[src/rtl/stream_mux.sv]
`default_nettype none
// ============================================================================
//  Module   : stream_mux
//  Brief    : N-to-1 valid/ready stream multiplexer with a registered output
//             stage. Channel choice is either a fixed select or round-robin
//             starting after the last granted channel.
//  Revision : 1.0 - initial release
// ============================================================================
module stream_mux #(
    parameter int WIDTH    = 16,
    parameter int CHANNELS = 4
) (
    input  logic                        clock,
    input  logic                        resetN,
    input  logic                        mode,
    input  logic [$clog2(CHANNELS)-1:0] select,
    input  logic [CHANNELS*WIDTH-1:0]   inData,
    input  logic [CHANNELS-1:0]         inValid,
    output logic [CHANNELS-1:0]         inReady,
    output logic [WIDTH-1:0]            out,
    output logic                        outValid,
    input  logic                        outReady,
    output logic [$clog2(CHANNELS)-1:0] outChannel
);

    localparam int SEL_WIDTH = $clog2(CHANNELS);

    // Reset value of the pointer, so that channel 0 has first priority.
    localparam logic [SEL_WIDTH-1:0] c_LAST_CHANNEL = SEL_WIDTH'(CHANNELS - 1);

    logic [SEL_WIDTH-1:0] r_ptr;        // last channel granted in round-robin
    logic [SEL_WIDTH-1:0] w_rrGrant;
    logic [SEL_WIDTH-1:0] w_rrIdx;
    logic                 w_rrFound;
    logic [SEL_WIDTH-1:0] w_grant;
    logic                 w_load;
    logic                 w_xfer;
    logic [WIDTH-1:0]     w_selData;

    // Round-robin search: first valid channel upward from ptr+1, wrapping.
    // CHANNELS is a power of two, so the SEL_WIDTH-bit sum wraps naturally.
    always_comb begin
        w_rrFound = 1'b0;
        w_rrGrant = r_ptr + SEL_WIDTH'(1);
        w_rrIdx   = '0;
        for (int k = 1; k <= CHANNELS; k++) begin
            w_rrIdx = r_ptr + SEL_WIDTH'(k);
            if (!w_rrFound && inValid[w_rrIdx]) begin
                w_rrFound = 1'b1;
                w_rrGrant = w_rrIdx;
            end
        end
    end

    // The output register may accept a new word when empty or draining.
    assign w_load  = !outValid || outReady;
    assign w_grant = mode ? w_rrGrant : select;
    assign w_xfer  = w_load && inValid[w_grant];

    // Ready goes only to the granted channel, independent of its valid.
    always_comb begin
        inReady = '0;
        if (w_load) begin
            inReady[w_grant] = 1'b1;
        end
    end

    // Pick the granted channel's data word out of the packed bus.
    always_comb begin
        w_selData = '0;
        for (int i = 0; i < CHANNELS; i++) begin
            if (w_grant == SEL_WIDTH'(i)) begin
                w_selData = inData[i*WIDTH +: WIDTH];
            end
        end
    end

    // Output register and round-robin pointer; drain and refill can coincide.
    always_ff @(posedge clock or negedge resetN) begin
        if (!resetN) begin
            out        <= '0;
            outValid   <= 1'b0;
            outChannel <= '0;
            r_ptr      <= c_LAST_CHANNEL;
        end else begin
            if (w_xfer) begin
                out        <= w_selData;
                outChannel <= w_grant;
                outValid   <= 1'b1;
                if (mode) begin
                    r_ptr <= w_grant;
                end
            end else if (outReady) begin
                outValid <= 1'b0;
            end
        end
    end

endmodule
`default_nettype wire
[config.mk]
export PLATFORM = sky130hd
export DESIGN_NAME = stream_mux
export DESIGN_NICKNAME = d
export VERILOG_FILES = /design/src/rtl/stream_mux.sv
export SDC_FILE = /design/constraint.sdc
export NUM_CORES = 1
export LEC_CHECK = 0
export BUFFER_PORTS_ARGS = -buffer_cell sky130_fd_sc_hd__buf_2
export CORE_UTILIZATION = 48
export DETAILED_ROUTE_END_ITERATION = 10
export GPL_TIMING_DRIVEN = 0
export MAX_ROUTING_LAYER = met4
export PLACE_DENSITY = 0.92
export SLEW_MARGIN = 20
export SYNTH_ARGS = -nofsm -noshare
export SYNTH_HDL_FRONTEND = slang
export SYNTH_SLANG_ARGS = --single-unit
[constraint.sdc]
create_clock -name clock -period 5.4 [get_ports clock]
set_input_delay 0.54 -clock clock [delete_from_list [all_inputs] [get_ports clock]]
set_output_delay 0.54 -clock clock [all_outputs]
set_load 0.05 [all_outputs]
==> results of run 1 <==
-- layer usage --
metal | vias to the layer above | global-route usage | part of all wire
li1 | 789 | - | -
met5 | - | - | 0
met4 | 0 | 0.0476 | 0.0014
met1 | 775 | 0.293 | 0.43
met3 | 2 | 0.0228 | 0.036
met2 | 57 | 0.401 | 0.53
-- final timing paths --
kind / to / cells after the start
max in group asynchronous: r_ptr[0] / 1
min in group clock: out[7] / 1
setup / recovery: inReady[3] / 9
setup reg to reg: out[10] / 9
hold reg to reg: out[7] / 1
hold / removal: out[1] / 1
-- state kept, by name, summed over array words and instances (netlist names) --
| name | count |
|---|---|
| outValid | 1 |
| outChannel | 2 |
| out | 16 |
| r_ptr | 2 |
-- kinds of logic (layout without fill, tap and decap cells) --
logic type                Yosys count  count (layout)
xor gates and xnor gates            1               1
AOI/OAI and AO/OA                  25              25
buffers and inverters              15             114
and+or+nand+nor                    30              30
DFF                                21              21
muxes                              69              69
-- Yosys cell counts (2+ instances only) --
master	instances
o21ai_1	2
dfrtp_1	19
a211oi_1	2
a21boi_0	2
mux2_2	9
nor3_1	2
buf_6	2
inv_1	2
a21oi_1	4
nand2b_1	2
a31oi_1	3
o22ai_1	2
o21ai_0	2
dfstp_2	2
nand2_1	5
buf_2	5
mux2_4	10
nor2b_1	5
buf_4	5
mux2i_1	50
nor2_1	9
-- cell type report --
class / count / share of cell area
clock buffers: 3 / 0.00984
flip-flops and latches: 21 / 0.231
multi-input cells: 125 / 0.477
clock inverters: 1 / 0.00219
plain buffers: 13 / 0.0437
well taps: 46 / 0.0252
inverters: 2 / 0.00328
repair buffers: 95 / 0.208
-- stage by stage --
| stage | total power [mW] | setup slack [ns] | area [sq um] | hold WS, ns |
|---|---|---|---|---|
| detailed placement | 1.10 | 2.40 | 2260 | 0.489 |
| CTS | 1.18 | 2.13 | 2290 | 0.173 |
| global placement | 1.08 | 2.47 | 2260 | 0.486 |
| floorplan | 0.920 | 2.10 | 1730 | 0.244 |
| global route | 1.24 | 1.94 | 2290 | 0.186 |
| finish | 1.17 | 2.11 | 2290 | 0.166 |
-- critical path, cell delays in order (launching register included) --
cell	delay, ns
dfstp_2	0.58
buf_2	0.21
nor2b_1	0.24
o22ai_1	0.10
a41oi_1	0.36
buf_4	0.28
buf_4	0.23
nand2_1	0.09
nor2_1	0.09
buf_2	0.27
-- report_power, final --
group | total, mW | internal (mW) | switching (mW) | leakage, nW
logic | 0.808 | 0.301 | 0.507 | 1.01
registers | 0.290 | 0.242 | 0.0477 | 0.241
clock network | 0.0768 | 0.0276 | 0.0492 | 0.0177
total | 1.17 | 0.570 | 0.604 | 1.26
==> flow_metrics.tcl, run 1 <==
set metrics [dict create \
    cts.sink_count 21 \
    status "finished clean" \
    synth_compound_area_frac 0.0992 \
    grt_max_degree 22 \
    overflow 0 \
    synth_edf_count 0 \
    netlist.area_leader.share 0.290 \
    drt-total-wl_mm 4.41 \
    min_path_type "input port to asynchronous set/reset pin" \
    r2r-start "r_ptr[0]" \
    fin_cells 306 \
    root_buffer "clkbuf_4" \
    syn2layout_area_growth_pct 32.4 \
    reg2reg_slack_ns 2.69 \
    end_kind "output port" \
    worstPathArrival_ns 2.75 \
    cts_buffer_depth 2 \
    fin_setup_tns_ns 0 \
    yosys.area_share.simple 0.0927 \
    fillers 304 \
    cts_resized 0 \
    netlist_area_sq_um 1730 \
    seq_area_sq_um 528 \
    path_max_fanout 10 \
    post-route-util 0.675 \
    drc 0 \
    multi_input_area_sq_um 1090 \
    insertion_delay_ns 0.30 \
    ys_warn_count 0 \
    layout-drive-gt1-share 0.515 \
    die_x_microns 62 \
    place.gp.congestion 0.913 \
    synth.area.top_cells "mux2i_1 29%, dfrtp_1 28%, mux2_4 8.7%, mux2_2 5.9%, dfstp_2 3.0%" \
    layout.nets 335 \
    place_inst 302 \
    die_h_microns 62 \
    worstPathRequired_ns 4.86 \
    powerDensity_nw_per_um2 513 \
    final_common_cell "buf_2" \
    die_area_sq_um 3840 \
    cap_violations 0 \
    synth_top_family_by_area "multiplexers" \
    synthAdderAreaFrac 0 \
    num_antenna_cells 0 \
    cts_tree "yes" \
    yosysUniqueCellTypes 38 \
    finalCritPeriodShare 0.609 \
    skew_ns 0.00562 \
    layout_common_cells "100 x buf_2, 50 x mux2i_1, 19 x dfrtp_1" \
    relSlewSlack 0.687 \
    ys_seq_area_frac 0.306 \
    drt_iter0_drc 131 \
    port_buffers 95 \
    fmax_mhz 304 \
    initial_utilization 0.510 \
    syn_inst 161 \
    numCtsBuffers 3 \
    synth_top_area_cell "mux2i_1" \
    finalCriticalPeriod_ns 3.29 \
    cellLeakagePower_nw 1.26 \
    synth_fp_nets 235 \
    criticalPathCategory "flip-flop to output port" \
    finalMaxSlewViolations 0 \
    ys_ff_latch 21 \
    tightest_slew_ns 0.469 \
    cts_setup_buffers 0 \
    rsz0062_at_grt "false" \
    design.core.area_sq_um 3390 \
    setup_viol 0 \
    rows 21 \
    io_pins 97 \
    viasPerCell 5.30 \
    muxShareOfSynthArea 0.435 \
    synth-xor-area-share 0.00507 \
    startpoint "r_ptr[0]" \
    hpwl_mm 3.50 \
    grt_pass1_vias 1452 \
    track_usage 0.232 \
    synth_flop_cell "dfrtp_1" \
    cts_htree_levels 1 \
    antenna_left 0 \
    cts_hold_buf 0 \
    first_pass_iters 4 \
    antenna_found_initial 0 \
    grt_pass1_wl_mm 6.36 \
    ir_drop_mv 0.290 \
    postSynthAreaPerCell_sq_um 10.7 \
    cts.clk_slew.worst_paths_ns 0.12 \
    async_flop_share 1.00 \
    dr_total_vias 1623 \
    worstSetupStartpointType "flip-flop" \
    routedWlPerCell_microns 14.4 \
    hold_viol_final 0 \
]
(Power assumes the default switching activity.)
==> inputs of run 2 (changes only) <==
- CORE_UTILIZATION: 48 -> 40
- PLACE_DENSITY: 0.92 -> 0.82
- clock period: 5.4 -> 3 ns (I/O delays scaled with it)
==> flow_metrics.tcl, run 2 (synthesized netlist as in run 1, its figures left out) <==
set metrics [dict create \
    antenna_found_initial 0 \
    crit_path_cell_trace "buf_2 > nor2b_1 > o22ai_1 > a41oi_2 > buf_6 > buf_4 > nand2_1 > nor2_1 > clkbuf_4" \
    path_max_fanout 10 \
    worstPathRequired_ns 2.70 \
    cap_violations 0 \
    skew_ns 0.00100 \
    hpwl_mm 3.37 \
    drt-total-wl_mm 4.42 \
    drt_iter0_drc 57 \
    root_buffer "clkbuf_8" \
    routedWlPerCell_microns 14.3 \
    failed_checks "negative hold slack" \
    cts_hold_buf 0 \
    dr_total_vias 1606 \
    top_register "out" \
    insertion_delay_ns 0.26 \
    design.core.area_sq_um 4090 \
    grt_pass1_vias 1420 \
    end_kind "output port" \
    reg_top3 "out: 16 flops, outChannel: 2 flops, r_ptr: 2 flops" \
    fmax_mhz 350 \
    min_path_type "input port to asynchronous set/reset pin" \
    tightest_slew_ns 0.479 \
    max_stage_delay_ns 0.55 \
    viasPerCell 5.18 \
    first_pass_iters 4 \
    fin_setup_tns_ns 0 \
    layout.nets 335 \
    layout_common_cells "98 x buf_2, 50 x mux2i_1, 19 x dfrtp_1" \
    die_h_microns 67.7 \
    cts_buffer_depth 2 \
    reg2reg_slack_ns 0.41 \
    grt_pass1_wl_mm 6.27 \
    setup_viol 0 \
    cts.clk_slew.worst_paths_ns 0.08 \
    seqPwrFrac 0.239 \
    relSlewSlack 0.681 \
    layout-drive-gt1-share 0.519 \
    syn2layout_area_growth_pct 34.8 \
    powerDensity_nw_per_um2 933 \
    ir_drop_mv 0.452 \
    place.gp.congestion 0.802 \
    power.switching_mw 1.09 \
    seq_area_sq_um 528 \
    criticalPathCategory "flip-flop to output port" \
    port_buffers 95 \
    die_x_microns 67.7 \
    finalCriticalPeriod_ns 2.86 \
    num_antenna_cells 0 \
    power_report.internal_total_mw 1.08 \
    worstSetupStartpointType "flip-flop" \
    cts_htree_levels 1 \
    cts_tree "yes" \
    overflow 0 \
    combPwrFrac 0.675 \
    grt_max_degree 22 \
    initial_utilization 0.423 \
    slowest_stage "dfstp_2" \
    cts.sink_count 21 \
    track_usage 0.189 \
    worstPathArrival_ns 2.56 \
    largest_reg_flops 16 \
    place_area_sq_um 2270 \
    finalMaxSlewViolations 0 \
    numCtsBuffers 3 \
    cellLeakagePower_nw 1.27 \
    fillers 348 \
    final_common_cell "buf_2" \
    hold_viol_final 19 \
    hold_ws_ns -0.0137 \
    antenna_left 0 \
    pwr-share-clk 0.086 \
    critPathBufInv 4 \
    die_area_sq_um 4590 \
    rows 23 \
    multi_input_area_sq_um 1100 \
    drc 0 \
    fin_area_sq_um 2330 \
    status "finished with violations" \
    finalCritPeriodShare 0.953 \
    swShare 0.504 \
    io_pins 97 \
    cpLargestDelayFamily "buffers and inverters" \
]
==> run 2: changes by cell type in the layout (fill, tap and decap cells not counted), sizes merged <==
| cell | delta |
|---|---|
| clkbuf | +2 |
| buf | -2 |
==> run 2: through the flow <==
step	power (mW)	std cells	setup slack [ns]	utilization
global placement	1.95	306	0.323	0.555
detailed placement	1.98	306	0.300	0.555
global route	2.29	310	-0.000337	0.570
finish	2.17	310	0.142	0.570
CTS	2.17	310	0.00588	0.566
floorplan	1.66	161	0.0970	-
==> run 2: power groups by stage <==
stage | Combinational [mW] | Sequential, mW | Clock, mW
3_5_place_dp | 1.46 | 0.517 | 0
6_report | 1.47 | 0.518 | 0.188
3_3_place_gp | 1.44 | 0.516 | 0
5_1_grt | 1.55 | 0.536 | 0.209
4_1_cts | 1.46 | 0.517 | 0.195
2_1_floorplan | 0.686 | 0.970 | 0
==> run 2: worst paths after layout <==
kind	depth (start not counted)	startpoint	to
min reg2reg	1	out[9]	out[9]
max in group asynchronous	1	resetN	r_ptr[1]
max reg2reg	9	r_ptr[0]	out[14]
min	1	resetN	out[14]
min in group clock	3	outReady	outValid
max	9	r_ptr[0]	inReady[2]
==> run 2: timing repair <==
action	in CTS	in global routing
gates resized for setup	0	4
setup endpoints to repair	0	2
setup buffers	0	0
hold endpoints to repair	0	0
==> run 2: area by class of cell <==
type	instances	area share
buffer	13	0.0446
clock buffer	3	0.0177
clock inverter	1	0.00215
inverter	2	0.00322
multi-input combinational	125	0.472
timing repair buffer	95	0.206
sequential	21	0.227
tap	50	0.0269
==> run 2: per-layer routing <==
layer / track usage / part of all wire / wire length (microns)
met3: 0.0304 / 0.031 / 135
met1: 0.221 / 0.41 / 1820
met2: 0.323 / 0.54 / 2400
met5: - / 0 / 0
met4: 0.0691 / 0.015 / 67
